<file path="src/rtl/prio_req_capture_pkg.sv">
// Shared constants for the request-capture stage and the 4-input priority encoder.
// Latency: n/a (declarations only).
// Backpressure: n/a.
package prio_req_capture_pkg;

  // Encoder output codes; the capture stage decodes the same codes on ack.
  localparam logic [2:0] CODE_NONE = 3'b000;
  localparam logic [2:0] CODE_R1   = 3'b001;
  localparam logic [2:0] CODE_R2   = 3'b010;
  localparam logic [2:0] CODE_R3   = 3'b011;
  localparam logic [2:0] CODE_R4   = 3'b100;

  localparam int SYNC_STAGES_DEF = 2;
  localparam int N_REQ           = 4;

  // One-hot clear vector for a serviced code; unused codes clear nothing.
  function automatic logic [4:1] ack_onehot(input logic vld, input logic [2:0] code);
    logic [4:1] oh;
    oh = 4'b0000;
    if (vld) begin
      case (code)
        CODE_R1: oh = 4'b0001;
        CODE_R2: oh = 4'b0010;
        CODE_R3: oh = 4'b0100;
        CODE_R4: oh = 4'b1000;
        default: oh = 4'b0000;
      endcase
    end
    return oh;
  endfunction

endpackage

</file>
<file path="src/rtl/prio_req_capture_sync.sv">
// Synchroniser chain plus history flop for one async request line; flags 0->1 edges.
// Latency: rise asserts SYNC_STAGES edges after the line goes high, for one cycle.
// Backpressure: none; an edge is reported once regardless of the consumer.
module req_sync_edge #(
  parameter int SYNC_STAGES = 2
) (
  input  logic clk,
  input  logic reset_n,
  input  logic req_i,
  output logic rise_o
);

  logic [SYNC_STAGES-1:0] sync_q;
  logic [SYNC_STAGES-1:0] sync_d;
  logic                   hist_q;

  assign sync_d = {sync_q[SYNC_STAGES-2:0], req_i};

  // Shift the raw level through the chain; history remembers the last synced level.
  always_ff @(posedge clk or negedge reset_n) begin
    if (!reset_n) begin
      sync_q <= '0;
      hist_q <= 1'b0;
    end else begin
      sync_q <= sync_d;
      hist_q <= sync_q[SYNC_STAGES-1];
    end
  end

  // History clears on reset, so a level held through reset still produces one edge.
  assign rise_o = sync_q[SYNC_STAGES-1] & ~hist_q;

endmodule

</file>
<file path="src/rtl/prio_req_capture.sv">
// Captures rising edges of four async requests into sticky pending bits for the priority encoder.
// Latency: pend sets SYNC_STAGES+1 edges after req_in rises; r/pend_cnt are combinational from pend.
// Backpressure: none; a repeat event on a pending bit raises overrun instead of queueing.
module prio_req_capture
  import prio_req_capture_pkg::*;
#(
  parameter int SYNC_STAGES = SYNC_STAGES_DEF,
  parameter int N           = N_REQ
) (
  input  logic         clk,
  input  logic         reset_n,
  input  logic [N:1]   req_in,
  input  logic [N:1]   mask,
  input  logic         ack,
  input  logic [2:0]   ack_code,
  input  logic         ovr_clr,
  output logic [N:1]   r,
  output logic [N:1]   pend,
  output logic [N:1]   overrun,
  output logic [2:0]   pend_cnt
);

  logic [N:1] rise;
  logic [N:1] clr;
  logic [N:1] pend_q, pend_d;
  logic [N:1] ovr_q, ovr_d;
  logic [N:1] ovr_set;

  for (genvar i = 1; i <= N; i++) begin : g_sync
    req_sync_edge #(.SYNC_STAGES(SYNC_STAGES)) u_sync (
      .clk     (clk),
      .reset_n (reset_n),
      .req_i   (req_in[i]),
      .rise_o  (rise[i])
    );
  end

  assign clr = ack_onehot(ack, ack_code);

  // A new event beats a same-cycle ack so it is never lost; an ack-covered repeat is not an overrun.
  always_comb begin
    pend_d  = rise | (pend_q & ~clr);
    ovr_set = rise & pend_q & ~clr;
    ovr_d   = ovr_set | (ovr_clr ? '0 : ovr_q);
  end

  // Pending and overrun state; async reset discards everything immediately.
  always_ff @(posedge clk or negedge reset_n) begin
    if (!reset_n) begin
      pend_q <= '0;
      ovr_q  <= '0;
    end else begin
      pend_q <= pend_d;
      ovr_q  <= ovr_d;
    end
  end

  // Population count of raw pending bits, masked or not.
  always_comb begin
    pend_cnt = 3'd0;
    for (int i = 1; i <= N; i++) begin
      pend_cnt = pend_cnt + {2'b00, pend_q[i]};
    end
  end

  assign pend    = pend_q;
  assign overrun = ovr_q;
  assign r       = pend_q & mask;

endmodule

</file>
<file path="config.mk">
export PLATFORM = sky130hd
export DESIGN_NAME = prio_req_capture
export DESIGN_NICKNAME = d
export VERILOG_FILES = /design/src/rtl/prio_req_capture_pkg.sv /design/src/rtl/prio_req_capture_sync.sv /design/src/rtl/prio_req_capture.sv
export SDC_FILE = /design/constraint.sdc
export NUM_CORES = 1
export LEC_CHECK = 0
export CORE_MARGIN = 2
export CORE_UTILIZATION = 25
export DETAILED_ROUTE_END_ITERATION = 8
export DONT_BUFFER_PORTS = 1
export GPL_TIMING_DRIVEN = 0
export SKIP_CTS_REPAIR_TIMING = 1
export SLEW_MARGIN = 10
export SYNTH_ARGS = -nofsm -noshare
export SYNTH_HDL_FRONTEND = slang
export SYNTH_SLANG_ARGS = --single-unit
</file>
<file path="constraint.sdc">
create_clock -name clk -period 4.86 [get_ports clk]
set_input_delay 0.729 -clock clk [delete_from_list [all_inputs] [get_ports clk]]
set_output_delay 0.729 -clock clk [all_outputs]
set_load 0.01 [all_outputs]
</file>
==> results.sh, run 1 <==
export IMPL_status="complete, no violations"
export IMPL_final_area_um2=848
export IMPL_ir_drop_mv=0.217
export IMPL_comb_power_share_pct=11.1
export IMPL_synth_top_area_cell="dfrtp_1"
export IMPL_max_freq_mhz=379
export IMPL_cts_max_level=1
export IMPL_clk_pin_slew_ns=0.10
export IMPL_vias=414
export IMPL_seq_area_frac_synth_pct=64.9
export IMPL_diodes=0
export IMPL_drtAntennaViolNets=0
export IMPL_clk_latency_ns=0.29
export IMPL_hold_viol_final=0
export IMPL_slew_viol_final=0
export IMPL_netlist_top_cells_area="dfrtp_1, o41ai_2, and4bb_1"
export IMPL_yosys_warnings=0
export IMPL_synth_top_area_share_pct=64.9
export IMPL_fin_crit_ns=2.64
export IMPL_cts_buffers=3
export IMPL_relSlewSlack_pct=83.1
export IMPL_die_area_um2=3540
export IMPL_place_gp_congestion=0.689
export IMPL_p_int_uw=239
export IMPL_syn_area_um2=771
export IMPL_final_nets=76
export IMPL_power_share_clock_pct=28.9
export IMPL_io_buffer_count=0
export IMPL_antenna_found_initial=0
export IMPL_cts_tree="done"
export IMPL_fin_total_pwr_uw=315
export IMPL_mostFrequentLayoutCell="dfrtp_1"
export IMPL_path_buf_inv=2
export IMPL_drt_pass1_iter_count=2
export IMPL_required_ns=4.13
export IMPL_crit_arrival_ns=1.91
export IMPL_place_area_um2=812
export IMPL_setup_viol=0
export IMPL_endpoint_kind="output port"
export IMPL_grt_use_total_pct=7.88
export IMPL_p_seq_share_pct=60.0
export IMPL_power_density_nw_per_um2=372
export IMPL_ys_types=10
export IMPL_drt_iter0_markers=6
export IMPL_crit_type="reg -> out"
export IMPL_io_pins=30
export IMPL_tns_ns=0
export IMPL_area_delta_synth_final_pct=10.1
export IMPL_die_x_um=59.5
export IMPL_n_fill_cell=304
export IMPL_die_h_um=59.5
export IMPL_cpPeakStageDelay_ns=0.54
export IMPL_place_inst=86
export IMPL_grt_pass1_vias=455
export IMPL_syn_area_per_cell_um2=14.5
export IMPL_power_switching_uw=76.7
export IMPL_path_cells="inv_1 -> fa_1 -> inv_1 -> ha_1 -> ha_1"
export IMPL_worst_path_max_delay_cell="fa_1"
export IMPL_path_max_fanout=3
export IMPL_clockRootBuffer="clkbuf_4"
export IMPL_dp_hpwl_um=968
export IMPL_multi_input_area_um2=233
export IMPL_initial_utilization_pct=25.7
export IMPL_switching_share_pct=24.3
export IMPL_fin_skew_ns=0.00226
export IMPL_critPathLaunchType="flop"
export IMPL_power_leakage_nw=0.408
export IMPL_clock_sinks=20
export IMPL_synth_nets=71
export IMPL_drt_wl_total_um=1230
export IMPL_path_delay_family="adder cells"
export IMPL_worst_pin_slew_ns=0.251
export IMPL_ys_seq_elements=20
export IMPL_drc_errors=0
export IMPL_rows=20
export IMPL_overflow=0
export IMPL_final_cell_mix="dfrtp_1, inv_1"
export IMPL_maxCapViolCount=0
export IMPL_grt_pass1_wl_um=2030
export IMPL_drive_above_1_share_pct=14.0
export IMPL_grt_max_degree=21
export IMPL_wl_per_cell_um=13.6
export IMPL_seqCellArea_um2=500
export IMPL_rsz0062_at_grt="no"
export IMPL_vias_per_cell=4.60
export IMPL_hp_class="in -> async"
export IMPL_syn_inst=53
export IMPL_final_cells=90
export IMPL_core_area_um2=3000
export IMPL_cts_buffer_depth=2
export IMPL_finalCritPeriodShare_pct=54.4
[registers in the layout, indices dropped and copies added, names as in the netlist]
| name | cells |
|---|---|
| g_sync.u_sync.sync_q | 8 |
| g_sync.u_sync.hist_q | 4 |
| overrun | 4 |
| pend | 4 |
[power by group through the flow]
stage	sequential, mW	clock [mW]	combinational (mW)
finish	0.189	0.0913	0.0350
global route	0.191	0.105	0.0388
CTS	0.190	0.0956	0.0353
detailed placement	0.193	0	0.0351
global placement	0.192	0	0.0347
floorplan	0.190	0	0.0314
[through the flow]
step                      hold slack (ns)  setup WS [ns]  util [%]
after global routing               0.0834           2.11      28.2
after CTS                           0.105           2.18      28.2
after global placement              0.334           2.53      27.0
after detailed placement            0.337           2.53      27.0
final                               0.117           2.22      28.2
after floorplan                     0.331           2.61         -
[Yosys cell counts]
cell / instances
and4bb_1: 3
fa_1: 1
nand2b_1: 4
o22ai_1: 4
and2_1: 4
and4b_1: 1
inv_1: 10
ha_1: 2
o41ai_2: 4
dfrtp_1: 20
[layout make-up]
cell class,instances,share of cell area [%]
multi-input cells,23,27.4
flip-flops and latches,20,59.0
clock buffers,4,4.28
inverters,10,4.42
well taps,33,4.87
[per-layer routing]
| metal | global-route usage [%] | part of all wire (%) | vias up |
|---|---|---|---|
| met1 | 9.70 | 45 | 199 |
| met2 | 11.8 | 43 | 27 |
| met3 | 5.46 | 12 | 0 |
| li1 | - | - | 188 |
| met4 | 0.952 | 0 | 0 |
| met5 | 0 | 0 | - |
[worst register-to-register path, delay by kind of cell, from the launching register on]
kind            cells  cell delay (ns)
compound gates      1             0.35
flops               1             0.47
buf+inv             1             0.10
[worst paths after layout]
path | cells past startpoint | start | slack (ns) | endpoint
hold / removal | 0 | reset_n | 0.12 | pend[3]$_DFF_PN0_
min in group clk | 0 | g_sync[4].u_sync.sync_q[0]$_DFF_PN0_ | 0.36 | g_sync[4].u_sync.sync_q[1]$_DFF_PN0_
setup / recovery | 5 | pend[1]$_DFF_PN0_ | 2.22 | pend_cnt[1]
setup reg to reg | 2 | pend[3]$_DFF_PN0_ | 3.83 | overrun[3]$_DFF_PN0_
max in group asynchronous | 0 | reset_n | 4.67 | overrun[1]$_DFF_PN0_
hold reg to reg | 0 | g_sync[4].u_sync.sync_q[0]$_DFF_PN0_ | 0.36 | g_sync[4].u_sync.sync_q[1]$_DFF_PN0_
[logic make-up (layout without fill, tap and decap cells)]
group | after synthesis | after routing | synth area share, %
DFF | 20 | 20 | 64.9
and+or+nand+nor | 12 | 12 | 12.7
buffers and inverters | 10 | 14 | 4.87
AOI/OAI and AO/OA | 8 | 8 | 11.7
adders and majority gates | 3 | 3 | 5.84
Power figures use the tool's default switching activity.
==> inputs of run 2 (changes only) <==
Clock period 4.86 ns to 2.38 ns, I/O delays scaled along.
==> results.sh, run 2 (synthesis results as in run 1) <==
export IMPL_status="complete, no violations"
export IMPL_core_area_um2=3000
export IMPL_dp_hpwl_um=968
export IMPL_clock_sinks=20
export IMPL_crit_type="reg -> out"
export IMPL_cts_tree="done"
export IMPL_path_max_fanout=3
export IMPL_vias_per_cell=4.59
export IMPL_tns_ns=0
export IMPL_diodes=0
export IMPL_cts_buffers=3
export IMPL_io_buffer_count=0
export IMPL_final_cells=91
export IMPL_area_delta_synth_final_pct=11.4
export IMPL_power_share_clock_pct=28.7
export IMPL_pre_cts_ws_ns=0.421
export IMPL_wl_per_cell_um=13.5
export IMPL_crit_arrival_ns=1.88
export IMPL_fin_total_pwr_uw=652
export IMPL_utilization_pct=28.6
export IMPL_finalCritPeriodShare_pct=93.9
export IMPL_cts_max_level=1
export IMPL_power_leakage_nw=0.410
export IMPL_vias=418
export IMPL_drc_errors=0
export IMPL_drt_pass1_iter_count=2
export IMPL_initial_utilization_pct=25.7
export IMPL_antenna_found_initial=0
export IMPL_place_inst=86
export IMPL_critPathLaunchType="flop"
export IMPL_fin_skew_ns=0.00337
export IMPL_drt_wl_total_um=1230
export IMPL_rows=20
export IMPL_rsz0062_at_grt="no"
export IMPL_fin_crit_ns=2.24
export IMPL_cts_buffer_depth=2
export IMPL_largest_register_ffs=8
export IMPL_hp_class="in -> reg"
export IMPL_die_x_um=59.5
export IMPL_overflow=0
export IMPL_clk_latency_ns=0.29
export IMPL_ir_drop_mv=0.442
export IMPL_hold_viol_final=0
export IMPL_maxCapViolCount=0
export IMPL_setup_viol=0
export IMPL_worst_pin_slew_ns=0.838
export IMPL_grt_pass1_wl_um=2030
export IMPL_mostFrequentLayoutCell="dfrtp_1"
export IMPL_crit_top_cell="ha_1"
export IMPL_p_int_uw=489
export IMPL_grt_pass1_vias=455
export IMPL_grt_max_degree=21
export IMPL_die_area_um2=3540
export IMPL_clockRootBuffer="clkbuf_4"
export IMPL_grt_use_total_pct=7.88
export IMPL_final_nets=77
export IMPL_comb_power_share_pct=12.1
export IMPL_seqCellArea_um2=500
export IMPL_endpoint_kind="output port"
export IMPL_n_fill_cell=303
export IMPL_p_seq_share_pct=59.3
export IMPL_place_gp_congestion=0.689
export IMPL_drtAntennaViolNets=0
export IMPL_power_density_nw_per_um2=760
export IMPL_power_switching_uw=163
export IMPL_drive_above_1_share_pct=15.5
export IMPL_die_h_um=59.5
export IMPL_switching_share_pct=25.0
export IMPL_final_cell_mix="dfrtp_1, inv_1"
export IMPL_slew_viol_final=0
export IMPL_largest_register="g_sync.u_sync.sync_q"
export IMPL_relSlewSlack_pct=43.9
export IMPL_required_ns=2.02
export IMPL_max_freq_mhz=447
export IMPL_drt_iter0_markers=7
export IMPL_path_cells="inv_2 -> fa_1 -> inv_1 -> ha_1 -> ha_1"
export IMPL_multi_input_area_um2=233
export IMPL_clk_pin_slew_ns=0.10
export IMPL_worst_path_max_delay_cell="fa_1"
export IMPL_setup_ws_ns=0.145
export IMPL_io_pins=30
export IMPL_cpPeakStageDelay_ns=0.53
## run 2: final timing paths
check | startpoint | end | slack, ns | cells after the start
max in group asynchronous | reset_n | g_sync[1].u_sync.sync_q[0]$_DFF_PN0_ | 1.26 | 1
hold / removal | req_in[4] | g_sync[4].u_sync.sync_q[0]$_DFF_PN0_ | 0.08 | 0
min in group asynchronous | reset_n | g_sync[2].u_sync.sync_q[1]$_DFF_PN0_ | 0.60 | 1
setup / recovery | pend[1]$_DFF_PN0_ | pend_cnt[1] | 0.14 | 5
setup reg to reg | pend[3]$_DFF_PN0_ | overrun[3]$_DFF_PN0_ | 1.36 | 2
hold reg to reg | g_sync[3].u_sync.sync_q[0]$_DFF_PN0_ | g_sync[3].u_sync.sync_q[1]$_DFF_PN0_ | 0.36 | 0
## run 2: layout make-up
cell class / instances / area share [%]
Sequential cell: 20 / 58.3
Clock buffer: 4 / 4.23
Multi-Input combinational cell: 23 / 27.1
Timing Repair Buffer: 1 / 1.17
Tap cell: 33 / 4.81
Inverter: 10 / 4.37
## run 2: through the flow
| stage | hold slack, ns | instance area (µm²) |
|---|---|---|
| 5_1_grt | 0.0495 | 858 |
| 6_report | 0.0812 | 858 |
| 3_3_place_gp | 0.0619 | 812 |
| 3_5_place_dp | 0.0619 | 812 |
| 4_1_cts | -0.267 | 848 |
| 2_1_floorplan | 0.0614 | 771 |
## run 2: critical path, delay by kind of cell, from the launching register on
| kind | cells | cell delay (ns) |
|---|---|---|
| buffers and inverters | 2 | 0.13 |
| DFF | 1 | 0.44 |
| adders and majority gates | 3 | 1.02 |
## run 2: metal layers
layer | part of all wire, % | up-vias | track usage [%]
met5 | 0 | - | 0
met4 | 0 | 0 | 0.952
met3 | 13 | 0 | 5.46
met2 | 42 | 27 | 11.8
met1 | 45 | 200 | 9.70
li1 | - | 191 | -
## run 2: power by group through the flow
stage | Clock [mW] | Sequential (mW) | Combinational (mW)
6_report | 0.187 | 0.386 | 0.0787
5_1_grt | 0.215 | 0.391 | 0.0883
4_1_cts | 0.195 | 0.387 | 0.0722
3_5_place_dp | 0 | 0.394 | 0.0718
3_3_place_gp | 0 | 0.393 | 0.0709
2_1_floorplan | 0 | 0.388 | 0.0640
